<file path="config.mk">
export PLATFORM = sky130hd
export DESIGN_NAME = count_display_monitor
export DESIGN_NICKNAME = d
export VERILOG_FILES = /design/src/rtl/count_disp_pkg.sv /design/src/rtl/pulse_stretcher.sv /design/src/rtl/count_display_monitor.sv
export SDC_FILE = /design/constraint.sdc
export NUM_CORES = 1
export LEC_CHECK = 0
export CAP_MARGIN = 20
export CORE_ASPECT_RATIO = 1.25
export CORE_MARGIN = 10
export CORE_UTILIZATION = 38
export DETAILED_ROUTE_END_ITERATION = 6
export GPL_ROUTABILITY_DRIVEN = 0
export GPL_TIMING_DRIVEN = 0
export MAX_ROUTING_LAYER = met4
export PLACE_DENSITY_LB_ADDON = 0.12
export SLEW_MARGIN = 10
export SYNTH_ARGS = -nofsm -noshare
export SYNTH_HDL_FRONTEND = slang
export SYNTH_SLANG_ARGS = --single-unit
</file>
<file path="constraint.sdc">
create_clock -name clk -period 3.1 [get_ports clk]
set_clock_uncertainty 0.15 [all_clocks]
set_input_delay 0.465 -clock clk [delete_from_list [all_inputs] [get_ports clk]]
set_output_delay 0.465 -clock clk [all_outputs]
set_load 0.01 [all_outputs]
</file>
<file path="src/rtl/count_disp_pkg.sv">
// rtl/count_disp_pkg.sv - shared glyph constants and event classification types
package count_disp_pkg;

    // Active-low hex glyphs, bit order {g,f,e,d,c,b,a}
    localparam logic [6:0] SEG_GLYPH [0:15] = '{
        7'b1000000,  // 0
        7'b1111001,  // 1
        7'b0100100,  // 2
        7'b0110000,  // 3
        7'b0011001,  // 4
        7'b0010010,  // 5
        7'b0000010,  // 6
        7'b1111000,  // 7
        7'b0000000,  // 8
        7'b0010000,  // 9
        7'b0001000,  // A
        7'b0000011,  // b
        7'b1000110,  // C
        7'b0100001,  // d
        7'b0000110,  // E
        7'b0001110   // F
    };

    localparam logic [6:0] SEG_BLANK = 7'b1111111;

    // Relationship between the previous and the current counter sample
    typedef enum logic [2:0] {
        EV_NONE,
        EV_STEP,
        EV_OVF,
        EV_UNF,
        EV_JUMP
    } event_kind_t;

    // Hex glyph lookup for a zero-extended count value
    function automatic logic [6:0] glyph(input logic [3:0] value);
        return SEG_GLYPH[value];
    endfunction

endpackage

</file>
<file path="src/rtl/pulse_stretcher.sv">
// rtl/pulse_stretcher.sv - retriggerable down-counter that stretches a strobe into an LED pulse
module pulse_stretcher #(
    parameter int CYCLES = 4
) (
    input  logic clk,
    input  logic reset,
    input  logic trig,
    output logic led
);

    localparam int TW = (CYCLES < 1) ? 1 : $clog2(CYCLES + 1);

    logic [TW-1:0] timer;

    // Load on trigger (also while already running), otherwise count down to idle
    always_ff @(posedge clk) begin
        if (reset) begin
            timer <= '0;
        end else if (trig) begin
            timer <= TW'(CYCLES);
        end else if (timer != '0) begin
            timer <= timer - TW'(1);
        end
    end

    // LED is lit from the trigger edge for exactly CYCLES cycles
    assign led = (timer != '0);

endmodule

</file>
<file path="src/rtl/count_display_monitor.sv">
// rtl/count_display_monitor.sv - registers counter value, drives 7-segment digit and wrap indicators
import count_disp_pkg::*;

module count_display_monitor #(
    parameter int CNT_W          = 3,
    parameter int STRETCH_CYCLES = 25_000_000,
    parameter int WRAP_TOT_W     = 8
) (
    input  logic                  clk,
    input  logic                  reset,
    input  logic [CNT_W-1:0]      count,
    input  logic                  up_down,
    output logic [6:0]            seg,
    output logic                  dir_led,
    output logic                  ovf_pulse,
    output logic                  unf_pulse,
    output logic                  ovf_led,
    output logic                  unf_led,
    output logic                  jump_pulse,
    output logic [WRAP_TOT_W-1:0] ovf_total,
    output logic [WRAP_TOT_W-1:0] unf_total
);

    localparam logic [CNT_W-1:0]      CNT_MAX = '1;
    localparam logic [WRAP_TOT_W-1:0] TOT_MAX = '1;

    logic [CNT_W-1:0] cnt_q;
    logic             valid;
    event_kind_t      ev_kind;
    logic             ovf_det;
    logic             unf_det;
    logic             jump_det;

    // Classify the incoming sample against the previous one; nothing flags before the first sample
    always_comb begin
        ev_kind = EV_NONE;
        if (valid && (count != cnt_q)) begin
            if ((cnt_q == CNT_MAX) && (count == '0)) begin
                ev_kind = EV_OVF;
            end else if ((cnt_q == '0) && (count == CNT_MAX)) begin
                ev_kind = EV_UNF;
            end else if ((count == cnt_q + CNT_W'(1)) || (count == cnt_q - CNT_W'(1))) begin
                ev_kind = EV_STEP;
            end else begin
                ev_kind = EV_JUMP;
            end
        end
    end

    assign ovf_det  = (ev_kind == EV_OVF);
    assign unf_det  = (ev_kind == EV_UNF);
    assign jump_det = (ev_kind == EV_JUMP);

    // Sample registers, one-cycle strobes and saturating wrap totals
    always_ff @(posedge clk) begin
        if (reset) begin
            cnt_q      <= '0;
            valid      <= 1'b0;
            seg        <= SEG_GLYPH[0];
            dir_led    <= 1'b0;
            ovf_pulse  <= 1'b0;
            unf_pulse  <= 1'b0;
            jump_pulse <= 1'b0;
            ovf_total  <= '0;
            unf_total  <= '0;
        end else begin
            cnt_q      <= count;
            valid      <= 1'b1;
            seg        <= glyph(4'(count));
            dir_led    <= up_down;
            ovf_pulse  <= ovf_det;
            unf_pulse  <= unf_det;
            jump_pulse <= jump_det;
            if (ovf_det && (ovf_total != TOT_MAX)) begin
                ovf_total <= ovf_total + WRAP_TOT_W'(1);
            end
            if (unf_det && (unf_total != TOT_MAX)) begin
                unf_total <= unf_total + WRAP_TOT_W'(1);
            end
        end
    end

    pulse_stretcher #(
        .CYCLES (STRETCH_CYCLES)
    ) u_ovf_stretch (
        .clk   (clk),
        .reset (reset),
        .trig  (ovf_det),
        .led   (ovf_led)
    );

    pulse_stretcher #(
        .CYCLES (STRETCH_CYCLES)
    ) u_unf_stretch (
        .clk   (clk),
        .reset (reset),
        .trig  (unf_det),
        .led   (unf_led)
    );

endmodule

</file>
==> results of run 1 <==
## power breakdown
part | internal (mW) | switching [mW] | total, mW
clock network | 0.688 | 0.416 | 1.10
logic | 0.998 | 1.34 | 2.33
registers | 1.33 | 0.316 | 1.65
total | 3.02 | 2.07 | 5.08
## layer usage
layer | wire (um) | vias up
met5 | 0 | -
met4 | 127 | 0
met3 | 279 | 9
met2 | 4700 | 28
met1 | 3850 | 1528
li1 | - | 1672
## cell usage in the layout, fill, tap and decap left out, types with 4 or more instances in the layout
master | netlist | final
xor2_1 | 28 | 28
nor4_1 | 14 | 9
or4_1 | 14 | 14
o211ai_1 | 12 | 12
clkbuf_1 | 12 | 12
inv_1 | 12 | 12
ha_1 | 14 | 14
xnor2_1 | 20 | 20
clkdlybuf4s50_1 | 0 | 32
mux2i_1 | 4 | 4
nor3_1 | 11 | 11
nand2_1 | 17 | 17
nor2_1 | 47 | 46
nand4_1 | 8 | 8
dfxtp_1 | 81 | 81
clkbuf_16 | 0 | 9
o21ai_0 | 17 | 17
nand3_1 | 16 | 14
o31ai_1 | 7 | 7
a21oi_1 | 38 | 38
or3_1 | 10 | 10
nor4_2 | 0 | 5
## worst paths after layout
check	startpoint	to	slack (ns)
worst min register to register	u_unf_stretch.timer[23]$_SDFFE_PP0P_	u_unf_stretch.timer[23]$_SDFFE_PP0P_	0.34
worst max-delay path	u_ovf_stretch.timer[6]$_SDFFE_PP0P_	ovf_led	0.20
worst min-delay path	u_unf_stretch.timer[23]$_SDFFE_PP0P_	u_unf_stretch.timer[23]$_SDFFE_PP0P_	0.34
worst max register to register	u_ovf_stretch.timer[0]$_SDFFE_PP0P_	u_ovf_stretch.timer[24]$_SDFFE_PP0P_	0.37
## cell families after synthesis
kind of cell | after synthesis
buffers and inverters | 28
DFF | 81
adders and majority gates | 14
muxes | 4
xor gates and xnor gates | 48
AOI/OAI and AO/OA | 90
and+or+nand+nor | 166
## cell type report
cell class / count / area [um^2]
Clock inverter: 4 / 50.0
Buffer: 15 / 63.8
Tap cell: 129 / 161
Multi-Input combinational cell: 322 / 2190
Inverter: 13 / 48.8
Sequential cell: 81 / 1620
Fill cell: 1010 / 5270
Clock buffer: 12 / 267
Timing Repair Buffer: 34 / 337
## state kept, by name, summed over array words and instances, names as in the netlist
register and count:
jump_pulse 1, ovf_pulse 1, u_ovf_stretch.timer 25, seg 7, u_unf_stretch.timer 25, unf_total 8, dir_led 1, valid 1
cnt_q 3, ovf_total 8, unf_pulse 1
## timing repair
item | in CTS | in global routing
pin swaps | 1 | 0
buffers inserted | 0 | 1
resized for setup | 6 | 3
hold buffers | 0 | 0
endpoints found under the setup margin | 2 | 1
## through the flow
step,power [mW],instances,instance area [um^2]
global placement,3.85,593,4360
global route,5.51,610,4740
detailed placement,3.89,593,4370
floorplan,3.37,431,3870
CTS,5.07,609,4710
finish,5.08,610,4740
## critical path: cells and delay by family (launching register included)
family / cells / cell delay [ns]
buffers and inverters: 2 / 0.43
flip-flops: 1 / 0.35
AND/OR/NAND/NOR: 3 / 1.17
==> results.md, run 1 <==
- Ranked by total cell area, the synthesized netlist is headed by dfxtp_1 (42%), xor2_1 (6.3%), a21oi_1 (4.9%), nor2_1 (4.6%), ha_1 (4.5%).
- The worst-case setup margin in the final layout is 0.201 ns.
- Summed over all layers, the global routing overflow is 0.
- The class of the worst hold path is flip-flop to flip-flop.
- The routing usage on met1 is 0.143.
- In the global route stage, met2 resource usage came out at 0.226.
- At the end of the flow the core is filled with cells to 0.473.
- In this run the vertical extent of the chip is 133 um.
- Of the total synthesized cell area, the portion taken by AND, OR, NAND and NOR gates is 0.246.
- The largest family of logic cells by synthesized area is simple AND/OR/NAND/NOR gates.
- The initial antenna violation count is 0.
- The critical path goes through or4_4, or2_4, buf_6, or2_2, dlygate4sd2_1.
- The repair_antennas step left the layout with diodes totalling 0.
- Along the worst path, the maximum fanout reaches 10.
- The first routing iteration left 106 violations.
- The post-layout minimum cycle time is 2.90 ns.
- The final setup violation count is 0.
- The wire length after detailed routing is 8960 um.
- The initial core utilization is 0.387.
- The most crowded layer after global routing is met2.
- The total track usage is 0.132.
- The area share of the largest cell type after synthesis is 0.419.
- The share of final-layout standard cells stronger than drive strength 1 is 0.0832.
- The count of mapped cells out of synthesis is 431.
- In this run the number of H-tree levels came out at 3.
- The worst setup path is launched from a flip-flop.
- The number of warning messages in the yosys log is 0.
- Dividing total power by cell area gives a power density of 1070 nW/um^2.
- Timing analysis after detailed placement gives a worst setup slack of 0.0916 ns.
- The clock root buffer is clkbuf_16.
- The worst slew margin relative to its limit is 0.367.
- The routed layout has 3237 vias.
- The cell area after synthesis is 3870 um^2.
- The via count normalized by instance count is 5.31.
- Entering global routing, the biggest net connects 14 pins.
- After detailed routing, the number of remaining DRC violations is 0.
- The ratio of final minimum period to clock period is 0.935.
- The via count of the first global-routing pass is 3194.
- Synthesis produced a netlist with a net count of 451.
- The number of buffers inserted during clock tree synthesis is 9.
- The data arrival time of the critical path is 2.28 ns.
- By instance count, the leading cell after synthesis is dfxtp_1.
- The maximum count of clock buffers along a single path is 2.
- The synthesized netlist contains 48 unique library cells.
- Setup repair after global routing left no endpoint under its margin.
- The endpoint type of the worst setup path is an output pin.
- The I/O pin count is 35.
- The final antenna-violating net count is 0.
- The number of cell instances on the worst register-to-register path is 7.
- Synthesis inferred 81 register bits.
- The setup path with the least slack is of type flip-flop to output pin.
- Counting flops with an async set or reset pin after synthesis yields a share of 0.
- The first global-routing pass estimated 15400 um of wire.
- The floorplan die width is 110 um.
- Static timing analysis puts the maximum clock frequency at 345 MHz.
- The compound-gate portion of the synthesized area is 0.142.
- Clock tree synthesis found a total of 81 sinks.
- The count of final max-slew check failures was 0.
- Data on the critical path is required at its endpoint by 2.48 ns.
- The number of enable flip-flop cells after synthesis is 0.
- The number of nets in the final layout is 496.
- The die covers 14600 um^2.
- The flow ran to the end, and the final reports show no timing, DRC or antenna violations.
- The total half-perimeter wirelength after legalization and detailed placement is 6600 um.
- The most used flip-flop cell after synthesis is dfxtp_1.
- The core box area is 10000 um^2.
- Summed over all cells, the static leakage comes to 1.72 nW.
- The routed length per instance is 14.7 um.
- The synthesized area divided by synthesized cell count is 8.98 um^2.
- On the worst path, the slowest cell contributes a delay of 0.60 ns.
- After routing, the total negative slack on setup checks comes to 0 ns.
- Row generation in the floorplan step produced 41 rows.
- Of the total synthesized cell area, the portion taken by XOR and XNOR cells is 0.109.
- The first-pass iteration count of the detailed router is 4.
- The total count of hold-check failures in the final report was 0.
- For this run, global-route usage on met3 was measured as 0.0321.
- The clock reaches the later pin of the worst-skew pair after 0.34 ns.
- The portion of synthesized area spent on multiplexers is 0.0103.
- The TritonCTS clock tree is built.
- The clock slew seen by the registers of the worst setup and hold paths is 0.06 ns.
- By count the netlist is led by dfxtp_1 (81), nor2_1 (47), a21oi_1 (38), xor2_1 (28), xnor2_1 (20).
- The biggest area consumer among synthesized cells is dfxtp_1.
- The worst hold slack across all endpoints is 0.338 ns.
- The relative area change from synthesis to final layout is 22.3%.
- The slowest stage of the critical path belongs to the cell or4_4.
- The worst hold path stage count is 2.
- The sequential fraction of the synthesis area is 0.419.
- The slew at the pin with the worst max-slew slack is 0.947 ns.
- The synthesized-area fraction occupied by adder cells is 0.0452.
- The count of buffers added on input and output ports is 33.
- IR analysis of the VDD net gives a maximum drop of 752 uV.
- The max-cap check violation count is 0.
Note: power is estimated with default switching activity, not from simulation.
==> run 2: changes to the inputs <==
REMOVE_ABC_BUFFERS = 1   (was not set)
==> results.md, run 2 (synthesis gave the netlist of run 1 again) <==
- The run finished with clean final reports.
- After global routing, the most crowded layer is met2.
- For this run, global-route usage on met3 was measured as 0.0316.
- The first detailed-routing pass took 4 iterations.
- The via count normalized by instance count is 5.38.
- The clock period could shrink to 2.88 ns.
- The number of antenna diodes in the final layout is 0.
- The library cells used most frequently in the layout, excluding fill and tap cells, are dfxtp_1 (81), nor2_1 (46), a21oi_1 (38).
- The total number of clock tree sinks is 81.
- The count of vias placed by the detailed router is 3212.
- The worst hold slack across all endpoints is 0.321 ns.
- The largest registers in the layout are u_ovf_stretch.timer x25, u_unf_stretch.timer x25.
- Measured along the x axis, the die boundary spans 110 um.
- The startpoint of the most critical hold path is reset.
- The buffering stage count on the worst path with inverters included is 2.
- The number of nets in the final layout is 483.
- The count of final max-slew check failures is 0.
- Of the total power, the share spent switching nets is 0.404.
- Walking the worst path, the cells encountered are nor4_1, nand3_2, nor2_2, inv_1, clkdlybuf4s50_1.
- The capture instance of the worst register-to-register path is u_ovf_stretch.timer[24]$_SDFFE_PP0P_.
- The clock latency of the later-clocked register in the worst-skew pair is 0.33 ns.
- The initial utilization of the core area, before any placement, comes to 0.387.
- The via count of the first global-routing pass is 3191.
- The summed area of non-filler cells in the final layout is 4730 um^2.
- Clock tree synthesis inserted a total of 9 buffers.
- For this run, the slowest stage of the critical path takes 0.55 ns.
- Once placement finished, the instance area stood at 4330 um^2.
- The total half-perimeter wirelength after legalization and detailed placement is 6030 um.
- The tree is rooted in a clkbuf_16.
- Based on the critical path, the design can be clocked at up to 347 MHz.
- Once placement completed, the tool counted placed cells totaling 580.
- For this run, global-route usage on met2 was measured as 0.217.
- TritonCTS built the clock tree.
- The total leakage power is 1.73 nW.
- The worst hold path passes through 2 cells.
- The DRC marker count from the first detailed-route iteration is 113.
- The worst-case setup margin in the final layout is 0.221 ns.
- The data arrival time of the critical path is 2.26 ns.
- The floorplan step defined a core boundary enclosing 10000 um^2.
- Dividing the detail-routed wire length by the instance count gives 14.7 um.
- In this run the power density over the cells is 1080 nW/um^2.
- From synthesis to final layout, the design area changed by 22.2%.
- The total track usage is 0.127.
- The die area is 14600 um^2.
- The worst-case hold path end point is ovf_total[2]$_SDFFE_PP0P_.
- The final antenna-violating net count is 0.
- Data on the critical path is required at its endpoint by 2.48 ns.
- The slowest stage of the critical path is the nor4_1 cell.
- The number of remaining DRC errors is 0.
- In the global route stage, met1 resource usage came out at 0.141.
- Of the available clock period, the critical path in the final layout requires 0.929.
- The commonest non-fill, non-tap cell in the layout is dfxtp_1.
- The largest net degree at the start of global routing is 41.
- The clock slew seen by the registers of the worst setup and hold paths is 0.06 ns.
- The worst-case vdd ir drop is 468 uV.
- The analysis attributes to net switching a power of 2.06 mW.
- The launching point of the worst reg2reg path is u_ovf_stretch.timer[0]$_SDFFE_PP0P_.
- Setup repair after global routing left no endpoint under its margin.
- The height of the die is 133 um.
- The worst setup slack after placement is -0.216 ns.
- The kind of cell with the highest combined delay along the critical path is simple AND/OR/NAND/NOR gates.
- The row count is 41.
- Of the cells placed in the final design, the portion with a size suffix greater than 1 is 0.0940.
- Headroom to the max-slew limit came out at 0.424.
- The tool flagged a number of max-cap violations equal to 0.
- Summed over all layers, the global routing overflow is 0.
- Of all nets on the critical path, the largest fanout is 7.
- Wires add up to 8780 um.
- The initial antenna violation count is 0.
- The sequential share of power is 0.327.
- The share of total power dissipated in combinational logic is 0.449.
- The count of buffers inserted at the top-level ports is 34.
- The slew at the pin with the worst max-slew slack is 0.863 ns.
- The clock network fraction of design power is 0.223.
- The critical path launch point type is a flip-flop.
- Setup violations remaining at the end of the flow were counted as 0.
- In this run the register-to-register setup slack is 0.43 ns.
- The number of H-tree levels is 3.
- The number of cell instances on the worst register-to-register path is 7.
- The maximum count of clock buffers along a single path is 2.
- The count of placed standard cells in the final layout, fillers left out is 597.
- The total count of hold-check failures in the final report came to 0.
- The class of the worst hold path is input port to flip-flop.
- The start-to-end type of the worst setup path is flip-flop to output pin.
- The number of hold buffers added after CTS was 0.
- The I/O pin count is 35.
- The internal power is 3.04 mW.
- The wire length of the first global-routing pass is 15100 um.
- STA classifies the critical path endpoint as an output pin.
[run 2: metal layers]
layer	vias up	wire (um)
met4	0	108
met2	34	4610
met1	1531	3820
li1	1639	-
met5	-	0
met3	8	239
[run 2: power by group through the flow]
| stage | Sequential (mW) | Combinational, mW | Clock, mW |
|---|---|---|---|
| after floorplan | 1.58 | 1.73 | 0 |
| after global placement | 1.64 | 2.14 | 0 |
| after detailed placement | 1.65 | 2.18 | 0 |
| after CTS | 1.64 | 2.27 | 1.16 |
| after global routing | 1.71 | 2.58 | 1.21 |
| final | 1.67 | 2.29 | 1.14 |
[run 2: how the worst max path moves through the flow]
stage	start	to	slack (ns)	depth (start not counted)
after floorplan	u_ovf_stretch.timer[0]$_SDFFE_PP0P_	u_ovf_stretch.timer[24]$_SDFFE_PP0P_	0.81	7
after global placement	reset	u_unf_stretch.timer[17]$_SDFFE_PP0P_	-1.23	5
after detailed placement	count[1]	u_ovf_stretch.timer[23]$_SDFFE_PP0P_	-0.22	8
after CTS	u_ovf_stretch.timer[4]$_SDFFE_PP0P_	ovf_led	0.04	4
after global routing	u_unf_stretch.timer[4]$_SDFFE_PP0P_	unf_led	0.05	5
final	u_unf_stretch.timer[16]$_SDFFE_PP0P_	unf_led	0.22	5
[run 2: layout make-up]
class | count | area (um^2)
multi-input combinational | 322 | 2210
sequential | 81 | 1620
tap | 129 | 161
timing repair buffer | 36 | 365
fill | 982 | 5270
inverter | 13 | 48.8
clock inverter | 5 | 78.8
clock buffer | 11 | 243
[run 2: stage by stage]
step                setup TNS [ns]   util  power [mW]
finish                           0  0.473        5.09
global route                     0  0.473        5.50
CTS                              0  0.469        5.08
detailed placement          -0.479  0.433        3.83
global placement            -32.94  0.431        3.78
floorplan                        0      -        3.31
[run 2: worst register-to-register path, cell delays in order (launching register included)]
cell and delay, ns:
dfxtp_1 0.33, inv_1 0.09, ha_1 0.17, nor3b_1 0.71, nor4b_2 0.56, nand3_1 0.16
xnor2_1 0.15, a31o_2 0.24
[run 2: repair_timing]
item,in CTS,in global routing
setup buffers,1,0
gates resized for setup,6,8
setup endpoints to repair,2,4
pin swaps,1,0
==> run 3: changes to the inputs <==
ABC_AREA = 1   (was not set)
CTS_BUF_LIST = sky130_fd_sc_hd__clkbuf_4   (was not set)
==> results.md, run 3 <==
- The ratio of final minimum period to clock period is 0.894.
- Of the total power, combinational logic draws 0.569.
- TritonCTS built the clock tree.
- Once the clock tree was built, the resizer swapped 0 gates to a different size.
- The count of placed standard cells in the final layout, fillers left out is 838.
- Of the post-synthesis cell area, the dominant cell type holds 0.369.
- The commonest non-fill, non-tap cell in the layout is nand2_1.
- 35 I/O pins were placed.
- The endpoint type of the worst setup path is an output pin.
- In the global route stage, overall resource usage came out at 0.136.
- The synthesized design contains 0 enable-type register cells.
- With fillers left out, the area of the finished cells amounts to 4940 um^2.
- The netlist uses 29 different library cells.
- The via count of the first global-routing pass is 3822.
- The total count of hold-check failures in the final report was 0.
- The number of cell instances on the worst register-to-register path is 10.
- Leaving out fill and tap cells, the most frequent cells in the layout are nand2_1 (172), nor2_1 (133), dfxtp_1 (81).
- IR analysis of the VDD net gives a maximum drop of 288 uV.
- The DRC marker count from the first detailed-route iteration is 166.
- Yosys printed 0 warnings.
- The design draws 5.01 mW.
- The clock latency of the later-clocked register in the worst-skew pair is 0.43 ns.
- The max-cap check violation count is 0.
- Once detail routing completed, the nets flagged for antenna violations numbered 0.
- 0 antenna diodes ended up in the layout.
- In the post-synthesis netlist, the biggest area contributors are dfxtp_1 (37%), nand2_1 (15%), nor2_1 (11%), nand3_1 (6.5%), inv_1 (5.7%).
- In this run the critical register-to-register path is captured at u_ovf_stretch.timer[1]$_SDFFE_PP0P_.
- The count of mapped cells out of synthesis is 666.
- The setup slack of the worst register-to-register path is 0.92 ns.
- The floorplan die width is 116 um.
- Buffers added to address setup during post-CTS repair amount to 0.
- Global routing finished with a remaining overflow of 0.
- Clock-pin slew was measured on the worst setup and hold paths at 0.13 ns.
- The wire-length estimate of the detail-placed layout is 7740 um.
- The number of hold buffers added after CTS was 0.
- The worst slew margin relative to its limit is 0.475.
- The most instantiated library cell after synthesis is nand2_1.
- The post-placement cell count is 822.
- The sequential fraction of the synthesis area is 0.369.
- The launching point of the worst reg2reg path is u_ovf_stretch.timer[0]$_SDFFE_PP0P_.
- The synthesized area divided by synthesized cell count is 6.59 um^2.
- The compound-gate portion of the synthesized area is 0.0652.
- The share of flip-flops with an asynchronous set or reset after synthesis is 0.
- The count of vias placed by the detailed router is 4115.
- The total number of clock tree sinks is 81.
- The count of final max-slew check failures is 0.
- The analysis attributes to net switching a power of 2.50 mW.
- The post-synthesis sequential element count is 81.
- The number of nets in the final layout is 718.
- The die covers 16300 um^2.
- Setup violations remaining at the end of the flow were counted as 0.
- dfxtp_1 takes more of the synthesized area than any other cell.
- The post-synthesis share of cell area spent on xor and xnor gates is 0.0538.
- The count of buffers inserted at the top-level ports is 34.
- The switching share of power is 0.499.
- The first-pass iteration count of the detailed router is 4.
- The total power divided by cell area is 1010 nW/um^2.
- Data arrives at the worst endpoint at 2.16 ns.
- The area growth from synthesis to layout is 12.5%.
- In this run the core area contains 43 standard-cell rows.
- The instance area at placement is 4830 um^2.
- The initial antenna violation count came to 0.
- The routed length per instance is 12.4 um.
- The number of buffers inserted during clock tree synthesis is 9.
- The analysis attributes to cell leakage a power of 2.25 nW.
- STA classifies the critical path startpoint as a flip-flop.
- The initial core utilization is 0.392.
- In this run the worst hold path is classified as flip-flop to flip-flop.
- The highest clock frequency the design can meet is 361 MHz.
- The capturing instance or port of the critical path is unf_led.
- The mapped netlist covers 4390 um^2.
- The first global-routing pass estimated 17700 um of wire.
- The largest registers in the layout are u_ovf_stretch.timer x25, u_unf_stretch.timer x25.
- The largest family of logic cells by synthesized area is simple AND/OR/NAND/NOR gates.
- The mux share of post-synthesis cell area is 0.
- The worst setup path is of the flip-flop to output pin kind.
- Of the total synthesized cell area, the portion taken by full adders, half adders and majority gates is 0.0399.
- The most used flip-flop cell after synthesis is dfxtp_1.
- The slew at the pin with the worst max-slew slack is 0.787 ns.
- The setup TNS after final layout is 0 ns.
- The critical path required time is 2.48 ns.
- The clock network fraction of design power is 0.109.
- The largest net degree at the start of global routing is 41.
- In this run the deepest clock path goes through 2 buffers.
- The simple logic cell fraction of the synthesized area is 0.395.
- Clock tree synthesis selected as its root buffer the cell clkbuf_4.
- The flow ran to the end, and the final reports show no timing, DRC or antenna violations.
- In the synthesized netlist, the cells that appear most often are nand2_1 (172), nor2_1 (133), dfxtp_1 (81), inv_1 (67), nand3_1 (57).
- The via count normalized by instance count is 4.91.
- The internal portion of the total power is 2.51 mW.
- The critical path starts at u_unf_stretch.timer[9]$_SDFFE_PP0P_.
- Setup repair after global routing left no endpoint under its margin.
- The wire length after detailed routing is 10400 um.
- The maximum fanout encountered on the critical timing path is 5.
- The core box area is 11200 um^2.
- Of the total power, registers draw 0.322.
- The number of H-tree levels is 3.
- The share of final-layout standard cells stronger than drive strength 1 is 0.0469.
- The post-layout minimum cycle time is 2.77 ns.
- For this run, design rule violations remaining after detail routing come to 0.
- The height of the die is 140 um.
- Once layout is complete, the utilization of the core stands at 0.441.
==> run 3: worst min-delay path by stage <==
stage | startpoint | end | slack, ns | cells after the start
floorplan | u_ovf_stretch.timer[1]$_SDFFE_PP0P_ | u_ovf_stretch.timer[1]$_SDFFE_PP0P_ | 0.30 | 2
global placement | u_ovf_stretch.timer[1]$_SDFFE_PP0P_ | u_ovf_stretch.timer[1]$_SDFFE_PP0P_ | 0.32 | 2
detailed placement | u_ovf_stretch.timer[0]$_SDFFE_PP0P_ | u_ovf_stretch.timer[0]$_SDFFE_PP0P_ | 0.32 | 2
CTS | u_ovf_stretch.timer[0]$_SDFFE_PP0P_ | u_ovf_stretch.timer[0]$_SDFFE_PP0P_ | 0.34 | 2
global route | u_unf_stretch.timer[0]$_SDFFE_PP0P_ | u_unf_stretch.timer[0]$_SDFFE_PP0P_ | 0.38 | 2
finish | u_ovf_stretch.timer[0]$_SDFFE_PP0P_ | u_ovf_stretch.timer[0]$_SDFFE_PP0P_ | 0.34 | 2
==> run 3: cells by family after synthesis <==
| kind of cell | count (synthesis) |
|---|---|
| buffers and inverters | 85 |
| AOI/OAI and AO/OA | 53 |
| adders and majority gates | 14 |
| and+or+nand+nor | 406 |
| DFF | 81 |
| xor gates and xnor gates | 27 |
==> run 3: cell type report <==
cell class | count | area (um^2)
Sequential cell | 81 | 1620
Multi-Input combinational cell | 500 | 2430
Clock inverter | 6 | 35.0
Inverter | 72 | 270
Tap cell | 135 | 169
Fill cell | 1230 | 6250
Timing Repair Buffer | 34 | 335
Clock buffer | 10 | 75.1
==> run 3: critical path, cell delays in order, from the launching register on <==
cell	delay, ns
dfxtp_1	0.37
nor2_1	0.21
nand2_1	0.11
nor2_1	0.24
nand4_1	0.25
clkdlybuf4s50_1	0.55
==> run 3: per-stage QoR <==
stage	setup WS [ns]	hold slack, ns
after global routing	0.149	0.379
final	0.329	0.343
after CTS	0.274	0.343
after floorplan	1.30	0.304
after detailed placement	0.213	0.324
after global placement	-0.658	0.316
==> run 3: power groups by stage <==
stage	logic, mW	clock network, mW	registers [mW]
2_1_floorplan	2.28	0	1.55
3_3_place_gp	2.79	0	1.64
3_5_place_dp	2.84	0	1.64
4_1_cts	2.85	0.570	1.61
5_1_grt	3.32	0.606	1.66
6_report	2.85	0.544	1.61
==> run 3: routing by layer <==
| layer | part of all wire | GRT usage | wire length (um) | vias up |
|---|---|---|---|---|
| met5 | 0 | - | 0 | - |
| met4 | 0.014 | 0.0535 | 141 | 0 |
| met3 | 0.042 | 0.0261 | 435 | 10 |
| met2 | 0.47 | 0.209 | 4870 | 55 |
| met1 | 0.48 | 0.171 | 4930 | 1878 |
| li1 | - | - | - | 2172 |
